[config.mk]
export PLATFORM = sky130hd
export DESIGN_NAME = sys_bridge_mc
export DESIGN_NICKNAME = d
export VERILOG_FILES = /design/src/rtl/sys_bridge_mc.sv
export SDC_FILE = /design/constraint.sdc
export NUM_CORES = 1
export LEC_CHECK = 0
export BUFFER_PORTS_ARGS = -buffer_cell sky130_fd_sc_hd__buf_2
export CORE_MARGIN = 3
export CORE_UTILIZATION = 49
export DETAILED_ROUTE_END_ITERATION = 12
export PLACE_DENSITY = 0.87
export SKIP_CTS_REPAIR_TIMING = 1
export SLEW_MARGIN = 30
export SYNTH_ARGS = -nofsm -noshare
export SYNTH_HDL_FRONTEND = slang
export SYNTH_SLANG_ARGS = --single-unit
[constraint.sdc]
create_clock -name clk -period 3.4 [get_ports clk]
set_input_delay 0.34 -clock clk [delete_from_list [all_inputs] [get_ports clk]]
set_output_delay 0.34 -clock clk [all_outputs]
set_load 0.005 [all_outputs]
[src/rtl/sys_bridge_mc.sv]
// Registered CPU-to-device bridge: windowed address decode, req/ready handshake per channel, irq synchroniser.
// Optional bus-error timeout on stalled devices is built when BRIDGE_TIMEOUT_EN is defined.
module sys_bridge_mc #(
   parameter int unsigned                N_DEV      = 3,
   parameter int unsigned                ADDR_W     = 32,
   parameter int unsigned                DATA_W     = 32,
   parameter logic [N_DEV*ADDR_W-1:0]    BASE_LIST  = {32'h7f10, 32'h7f00, 32'h0},
   parameter logic [N_DEV*ADDR_W-1:0]    LIMIT_LIST = {32'h7f1b, 32'h7f0b, 32'h2fff},
   parameter int unsigned                TIMEOUT    = 15,
   parameter logic [DATA_W-1:0]          DEFAULT_RD = 32'h12345678
) (
   input  logic                      clk,
   input  logic                      reset_n,
   input  logic                      cpu_req,
   input  logic                      cpu_we,
   input  logic [ADDR_W-1:0]         cpu_addr,
   input  logic [DATA_W-1:0]         cpu_wdata,
   input  logic [DATA_W/8-1:0]       cpu_be,
   output logic                      cpu_ready,
   output logic [DATA_W-1:0]         cpu_rdata,
   output logic                      cpu_err,
   output logic [N_DEV-1:0]          dev_sel,
   output logic [N_DEV-1:0]          dev_we,
   output logic [ADDR_W-1:0]         dev_addr,
   output logic [DATA_W-1:0]         dev_wdata,
   output logic [DATA_W/8-1:0]       dev_be,
   input  logic [N_DEV*DATA_W-1:0]   dev_rdata,
   input  logic [N_DEV-1:0]          dev_ready,
   input  logic [N_DEV-1:0]          dev_irq,
   output logic [N_DEV-1:0]          hw_int
);

   typedef enum logic [1:0] {S_IDLE, S_ACCESS, S_DONE} state_t;

   state_t                r_state, w_state_nxt;
   logic [ADDR_W-1:0]     r_addr;
   logic [DATA_W-1:0]     r_wdata, r_rdata, w_rdata_nxt, w_sel_rdata;
   logic [DATA_W/8-1:0]   r_be;
   logic                  r_we, r_err, w_err_nxt, w_load, w_hit, w_rdy, w_tmo;
   logic [N_DEV-1:0]      r_sel, w_hit_sel, r_sync1, r_sync2;

   // Ascending scan with a found flag so the lowest channel wins on overlapping windows
   always_comb begin
      w_hit     = 1'b0;
      w_hit_sel = '0;
      for (int unsigned i = 0; i < N_DEV; i++) begin
         if (!w_hit && cpu_addr >= BASE_LIST[i*ADDR_W +: ADDR_W] &&
             cpu_addr <= LIMIT_LIST[i*ADDR_W +: ADDR_W]) begin
            w_hit        = 1'b1;
            w_hit_sel[i] = 1'b1;
         end
      end
   end

   always_comb begin
      w_sel_rdata = '0;
      for (int unsigned i = 0; i < N_DEV; i++) begin
         if (r_sel[i]) w_sel_rdata = w_sel_rdata | dev_rdata[i*DATA_W +: DATA_W];
      end
   end

   assign w_rdy = |(r_sel & dev_ready);

`ifdef BRIDGE_TIMEOUT_EN
   localparam int unsigned CNT_W = ($clog2(TIMEOUT + 1) > 4) ? $clog2(TIMEOUT + 1) : 4;
   logic [CNT_W-1:0] r_cnt;

   // Held at zero outside ACCESS, so every ACCESS entry starts a fresh count
   always_ff @(posedge clk or negedge reset_n) begin
      if (!reset_n)                r_cnt <= '0;
      else if (r_state != S_ACCESS) r_cnt <= '0;
      else                         r_cnt <= r_cnt + 1'b1;
   end
   assign w_tmo = (r_state == S_ACCESS) && (r_cnt == CNT_W'(TIMEOUT - 1));
`else
   assign w_tmo = 1'b0;
`endif

   always_ff @(posedge clk or negedge reset_n) begin
      if (!reset_n) r_state <= S_IDLE;
      else          r_state <= w_state_nxt;
   end

   always_comb begin
      w_state_nxt = r_state;
      w_load      = 1'b0;
      w_rdata_nxt = r_rdata;
      w_err_nxt   = r_err;
      case (r_state)
         S_IDLE: begin
            if (cpu_req) begin
               w_load = 1'b1;
               if (w_hit) begin
                  w_state_nxt = S_ACCESS;
               end else begin
                  w_state_nxt = S_DONE;
                  w_rdata_nxt = DEFAULT_RD;
                  w_err_nxt   = 1'b1;
               end
            end
         end
         S_ACCESS: begin
            // dev_ready wins over a timeout landing in the same cycle
            if (w_rdy) begin
               w_state_nxt = S_DONE;
               w_rdata_nxt = r_we ? '0 : w_sel_rdata;
               w_err_nxt   = 1'b0;
            end else if (w_tmo) begin
               w_state_nxt = S_DONE;
               w_rdata_nxt = DEFAULT_RD;
               w_err_nxt   = 1'b1;
            end
         end
         S_DONE:  w_state_nxt = S_IDLE;
         default: w_state_nxt = S_IDLE;
      endcase
   end

   always_ff @(posedge clk or negedge reset_n) begin
      if (!reset_n) begin
         r_addr  <= '0;
         r_wdata <= '0;
         r_be    <= '0;
         r_we    <= 1'b0;
         r_sel   <= '0;
         r_rdata <= '0;
         r_err   <= 1'b0;
      end else begin
         if (w_load) begin
            r_addr  <= cpu_addr;
            r_wdata <= cpu_wdata;
            r_be    <= cpu_be;
            r_we    <= cpu_we;
         end
         r_sel   <= (w_state_nxt != S_ACCESS) ? '0 : (w_load ? w_hit_sel : r_sel);
         r_rdata <= w_rdata_nxt;
         r_err   <= w_err_nxt;
      end
   end

   always_ff @(posedge clk or negedge reset_n) begin
      if (!reset_n) begin
         r_sync1 <= '0;
         r_sync2 <= '0;
      end else begin
         r_sync1 <= dev_irq;
         r_sync2 <= r_sync1;
      end
   end

   assign cpu_ready = (r_state == S_DONE);
   assign cpu_rdata = r_rdata;
   assign cpu_err   = r_err;
   assign dev_sel   = r_sel;
   assign dev_we    = r_sel & {N_DEV{r_we}};
   assign dev_addr  = r_addr;
   assign dev_wdata = r_wdata;
   assign dev_be    = r_be;
   assign hw_int    = r_sync2;

endmodule
# Yosys cells after proc, flatten, opt, wreduce, memory -nomap -nowiden

Cells that the tools add are included.

Bits of input ports: 174
Memories: 0
Bits in latches: 0
Memory bits (read-only): 0
Memory bits (writable): 0
Bits in registers: 113

Bitwise operators: 4
Equal/unequal tests: 6
Reductions and logical operators: 12
$add $sub $neg: 0
$lt $le $gt $ge: 6
Multiplexer cells: 25
Divide/modulo/power cells: 0
Shift operators: 0
Multiply operators: 0

Operators by type and width:

| cell                                                                               | count |
|---|---|
| 32-bit 2-to-1 mux                                                                  | 7 |
| 32-bit by 15-bit >= comparator with 1-bit output, second input constant            | 2 |
| 32-bit by 15-bit less-or-equal comparator with 1-bit output, second input constant | 2 |
| 32-bit OR                                                                          | 2 |
| 32-bit one-hot mux with 2 select lines                                             | 1 |
| 32-bit by 1-bit >= comparator with 1-bit output, second input constant             | 1 |
| 32-bit by 14-bit less-or-equal comparator with 1-bit output, second input constant | 1 |
| 1-bit 2-to-1 mux                                                                   | 10 |
| 3-bit bitwise AND                                                                  | 2 |
| 2-bit 2-to-1 mux                                                                   | 3 |
| 3-bit 2-to-1 mux                                                                   | 2 |
| 2-bit inequality test, second input constant                                       | 3 |
| 1-bit logical AND                                                                  | 5 |
| 2-bit one-hot mux with 2 select lines                                              | 1 |
| 4-bit AND reduction                                                                | 1 |
| 2-bit nonzero test                                                                 | 2 |
| 3-bit OR reduction                                                                 | 1 |
| 2-bit by 1-bit equality test with 1-bit output, second input constant              | 1 |
| 2-bit equality test, second input constant                                         | 1 |
| 1-bit zero test                                                                    | 2 |
| 2-bit zero test                                                                    | 1 |
| 2-bit by 1-bit inequality test with 1-bit output, second input constant            | 1 |
| 1-bit one-hot mux with 2 select lines                                              | 1 |

# Longest topological paths before layout

Depth in word-level cells: 16
Mapped depth: 6
Depth with buffers taken out: 4

# Worst setup path before layout

No wires, ideal clock.

Path type: reg2reg
From: register r_sel[0], in the netlist dev_sel[0]
To: register r_rdata[12], in the netlist cpu_rdata[12]
Slack: 1543 ps
Data required time: 3259 ps
Setup time: 141 ps
Clock period less this slack: 1857 ps
Arrival time: 1716 ps
Cell stages (with the launch flop): 7
Cells stage by stage: dfrtp_1 > clkbuf_1 > a222oi_1 > nor2_1 > buf_2 > o31ai_1 > a31oi_1

Word-level cells in the longest chain between the ends: 8

RTL lines:

| item                                   | RTL line | text |
|---|---|---|
| from (decl)                            | 40       | `logic [N_DEV-1:0] r_sel, w_hit_sel, r_sync1, r_sync2;` |
| from (signal assigned)                 | 135      | `r_sel <= (w_state_nxt != S_ACCESS) ? '0 : (w_load ? w_hit_sel : r_sel);` |
| 32-bit 2-to-1 mux                      | 58       | `if (r_sel[i]) w_sel_rdata = w_sel_rdata \| dev_rdata[i*DATA_W +: DATA_W];` |
| 32-bit OR                              | 58       |  |
| 32-bit 2-to-1 mux                      | 58       |  |
| 32-bit OR                              | 58       |  |
| 32-bit 2-to-1 mux                      | 58       |  |
| 32-bit 2-to-1 mux                      | 106      | `w_rdata_nxt = r_we ? '0 : w_sel_rdata;` |
| 32-bit 2-to-1 mux                      | 104      | `if (w_rdy) begin` |
| 32-bit one-hot mux with 2 select lines | 89       | `case (r_state)` |
| to (signal assigned)                   | 136      | `r_rdata <= w_rdata_nxt;` |
| to (decl)                              | 37       | `logic [DATA_W-1:0] r_wdata, r_rdata, w_rdata_nxt, w_sel_rdata;` |

Parallel ways exist; a longest one is shown, timed or not. The select of a mux whose other input is x is not followed.
A chain may end at the register's enable or synchronous reset.

# Final worst setup path

From: register r_sel[0], in the netlist dev_sel[0]
To: register r_rdata[11], in the netlist cpu_rdata[11]

The elaborated chain is that of the path after synthesis.

==> key figures <==
Global routing
  • Tot GR Track Use: 0.269
  • First-pass GRT wire length: 25,200 µm
  • Initial antenna violation count: 0
  • Largest net degree at the start of global routing: 114
  • Grt ovf: 0
  • Number of global-route vias before repair: 5,039

STA
  • RSZ-0062 raised after global routing: no
  • Final Slew Violations: 0
  • # setup viols final: 0
  • Skew final: 14.0 ps
  • Max Clock Freq: 0.447 GHz
  • Fin crit share: 0.658
  • Final-report hold violation count: 0
  • Worst slew margin: 0.353
  • Slew @ Worst Pin: 971 ps
  • Final Critical Period: 2240 ps
  • Post-Route Setup TNS: 0 ps

Job
  • Max-cap violation count: 0

Setup path
  • Worst-path maximum fanout: 38
  • Crit path capture type: flip-flop
  • CP Data Arrival Time: 2570 ps
  • Worst Path Required: 3740 ps
  • Startpoint Class: flip-flop
  • Crit path kind: reg -> reg

Yosys
  • Yosys Warn Count: 0
  • Mapped Cells: 587
  • EDFF count, synth: 0
  • Area leader, netlist: dfrtp_1
  • #FFs+latches synth: 113
  • Net count after synthesis: 761
  • Fraction of registers with async set/reset: 1.00
  • Main synth FF type: dfrtp_1
  • Unique cell type count in the Yosys netlist: 36
  • Post-Syn Area per Cell: 8.98 µm²
  • Mapped cell area: 5270 µm²
  • Area contributors post-synth: dfrtp_1, nand2_1, a222oi_1
  • Top cell type's share of synthesized area: 0.536
  • Seq/Total Area, Yosys: 0.536

Drt
  • Wirelength per Cell: 17.0 µm
  • Vias per cell: 5.62
  • Via count: 5,612
  • Drc violations: 0
  • DRT iter0 DRCs: 641
  • Final wirelength: 17,000 µm
  • Antenna viol nets, final: 0
  • Drt first pass iters: 10

Finish
  • ANT cells: 0
  • Filler cells: 816
  • Layout cells sized above 1: 0.388
  • Layout area overhead: 40.6%
  • Final Cell Area: 7420 µm²
  • NumNets Final: 1,024

Placement
  • Global placement routability congestion: 0.803
  • PortBufs: 284
  • Dpl cell area: 6770 µm²
  • Hpwl dp: 12,000 µm

Floorplan
  • DIE WIDTH: 110 µm
  • Die Ht: 110 µm
  • Die ar.: 12,000 µm²
  • # rows: 37
  • CORE AREA: 10,400 µm²
  • Initial core utilization: 0.506
  • IO Count: 285

Hold path
  • Hold Path Class: in -> reg

Clocking
  • Max Buffers Root-to-Sink: 2
  • CTS buffer count: 17
  • Clk slew on worst S/H paths: 60 ps
  • Worst skew pair latency: 500 ps
  • Root Driver: clkbuf_8
  • CTS sink cnt: 113
  • CTS tree: done
  • Htree depth: 4

Power and ir drop
  • Pwr per Cell Area: 540 nW/µm²
  • LEAKAGE: 3.77 nW
  • Total power: 4.01 mW
  • VDD IR max: 0.461 mV

Status
  • Status: complete, no violations
[cells in the mapped netlist (all sizes together) (2+ instances only)]
master / count
nand2: 232
dfrtp: 113
clkbuf: 49
a222oi: 33
a31oi: 32
o31ai: 32
nor4: 22
nor2: 19
o221ai: 13
buf: 6
and2: 4
a21oi: 3
nand3: 3
nand4: 3
a211oi: 2
nor2b: 2
nor3b: 2
o211ai: 2
[state kept, by name, indices dropped and copies added (netlist names)]
register   flops
cpu_err        1
cpu_rdata     32
dev_addr      32
dev_be         4
dev_sel        3
dev_wdata     32
hw_int         3
r_state        2
r_sync1        3
r_we           1
[critical path: stages (launching register included)]
cell,delay (ps)
dfrtp_1,350
buf_4,340
and2_0,610
o21ai_2,160
buf_4,270
a31oi_1,230
o31ai_1,100
[cells by family after synthesis]
kind of cell,Yosys count,synth area share
AOI/OAI and AO/OA,125,0.192
buffers and inverters,55,0.0396
DFF,113,0.536
and+or+nand+nor,294,0.232
[placed cells by master (no fill, tap or decap), types with 2 or more instances in the layout]
cell	instances
nand3_1	3
a21oi_1	2
nand4_1	3
buf_2	283
nor4_1	22
bufinv_16	3
a222oi_1	33
nand2_1	232
o211ai_1	2
clkbuf_8	2
clkinv_4	5
o31ai_1	32
and2_1	3
a31oi_1	32
clkbuf_16	16
dfrtp_1	112
dlygate4sd3_1	4
clkinvlp_4	2
o221ai_1	13
a211oi_1	2
nor2b_1	2
nor2_1	18
buf_4	11
inv_6	3
[power breakdown]
group	internal, mW	leakage (nW)	total (mW)	switching [mW]
combinational	0.261	2.11	0.580	0.319
clock	1.15	0.292	1.80	0.658
sequential	1.51	1.37	1.62	0.114
total	2.92	3.77	4.01	1.09
[per-stage QoR]
step	cells	hold slack, ps	worst slack, ps	utilization
2_1_floorplan	587	44.4	1540	-
3_3_place_gp	963	333	1140	0.649
3_5_place_dp	963	339	1180	0.649
4_1_cts	995	-75.5	1160	0.708
5_1_grt	999	16.8	970	0.712
6_report	999	28.8	1160	0.712
[final cells by class]
type,count,area [µm²],share of cell area
Sequential cell,113,2830,0.381
Multi-Input combinational cell,419,2250,0.303
Timing Repair Buffer,299,1560,0.210
Clock buffer,18,428,0.0577
Clock inverter,14,180,0.0243
Tap cell,136,170,0.0229
[layer usage]
layer | vias up | GRT usage | routed length, µm | part of all wire
met4 | 0 | 0.0810 | 297 | 0.017
met3 | 29 | 0.0728 | 1770 | 0.10
met5 | - | 0 | 0 | 0
met1 | 2596 | 0.336 | 6470 | 0.38
met2 | 334 | 0.456 | 8460 | 0.50
li1 | 2653 | - | - | -
[final timing paths]
| kind | from | to | slack, ps | cells past startpoint |
|---|---|---|---|---|
| max in group asynchronous | reset_n | r_we$_DFFE_PN0P_ | 2430 | 3 |
| worst min-delay path | cpu_wdata[21] | dev_wdata[21]$_DFFE_PN0P_ | 30 | 3 |
| min in group asynchronous | reset_n | r_sync1[0]$_DFF_PN0_ | 440 | 3 |
| worst min register to register | r_sync1[1]$_DFF_PN0_ | hw_int[1]$_DFF_PN0_ | 350 | 0 |
| worst max-delay path | dev_sel[0]$_DFFE_PN0P_ | cpu_rdata[11]$_DFFE_PN0P_ | 1160 | 6 |
| worst max register to register | dev_sel[0]$_DFFE_PN0P_ | cpu_rdata[11]$_DFFE_PN0P_ | 1160 | 6 |
(Power assumes the default switching activity.)
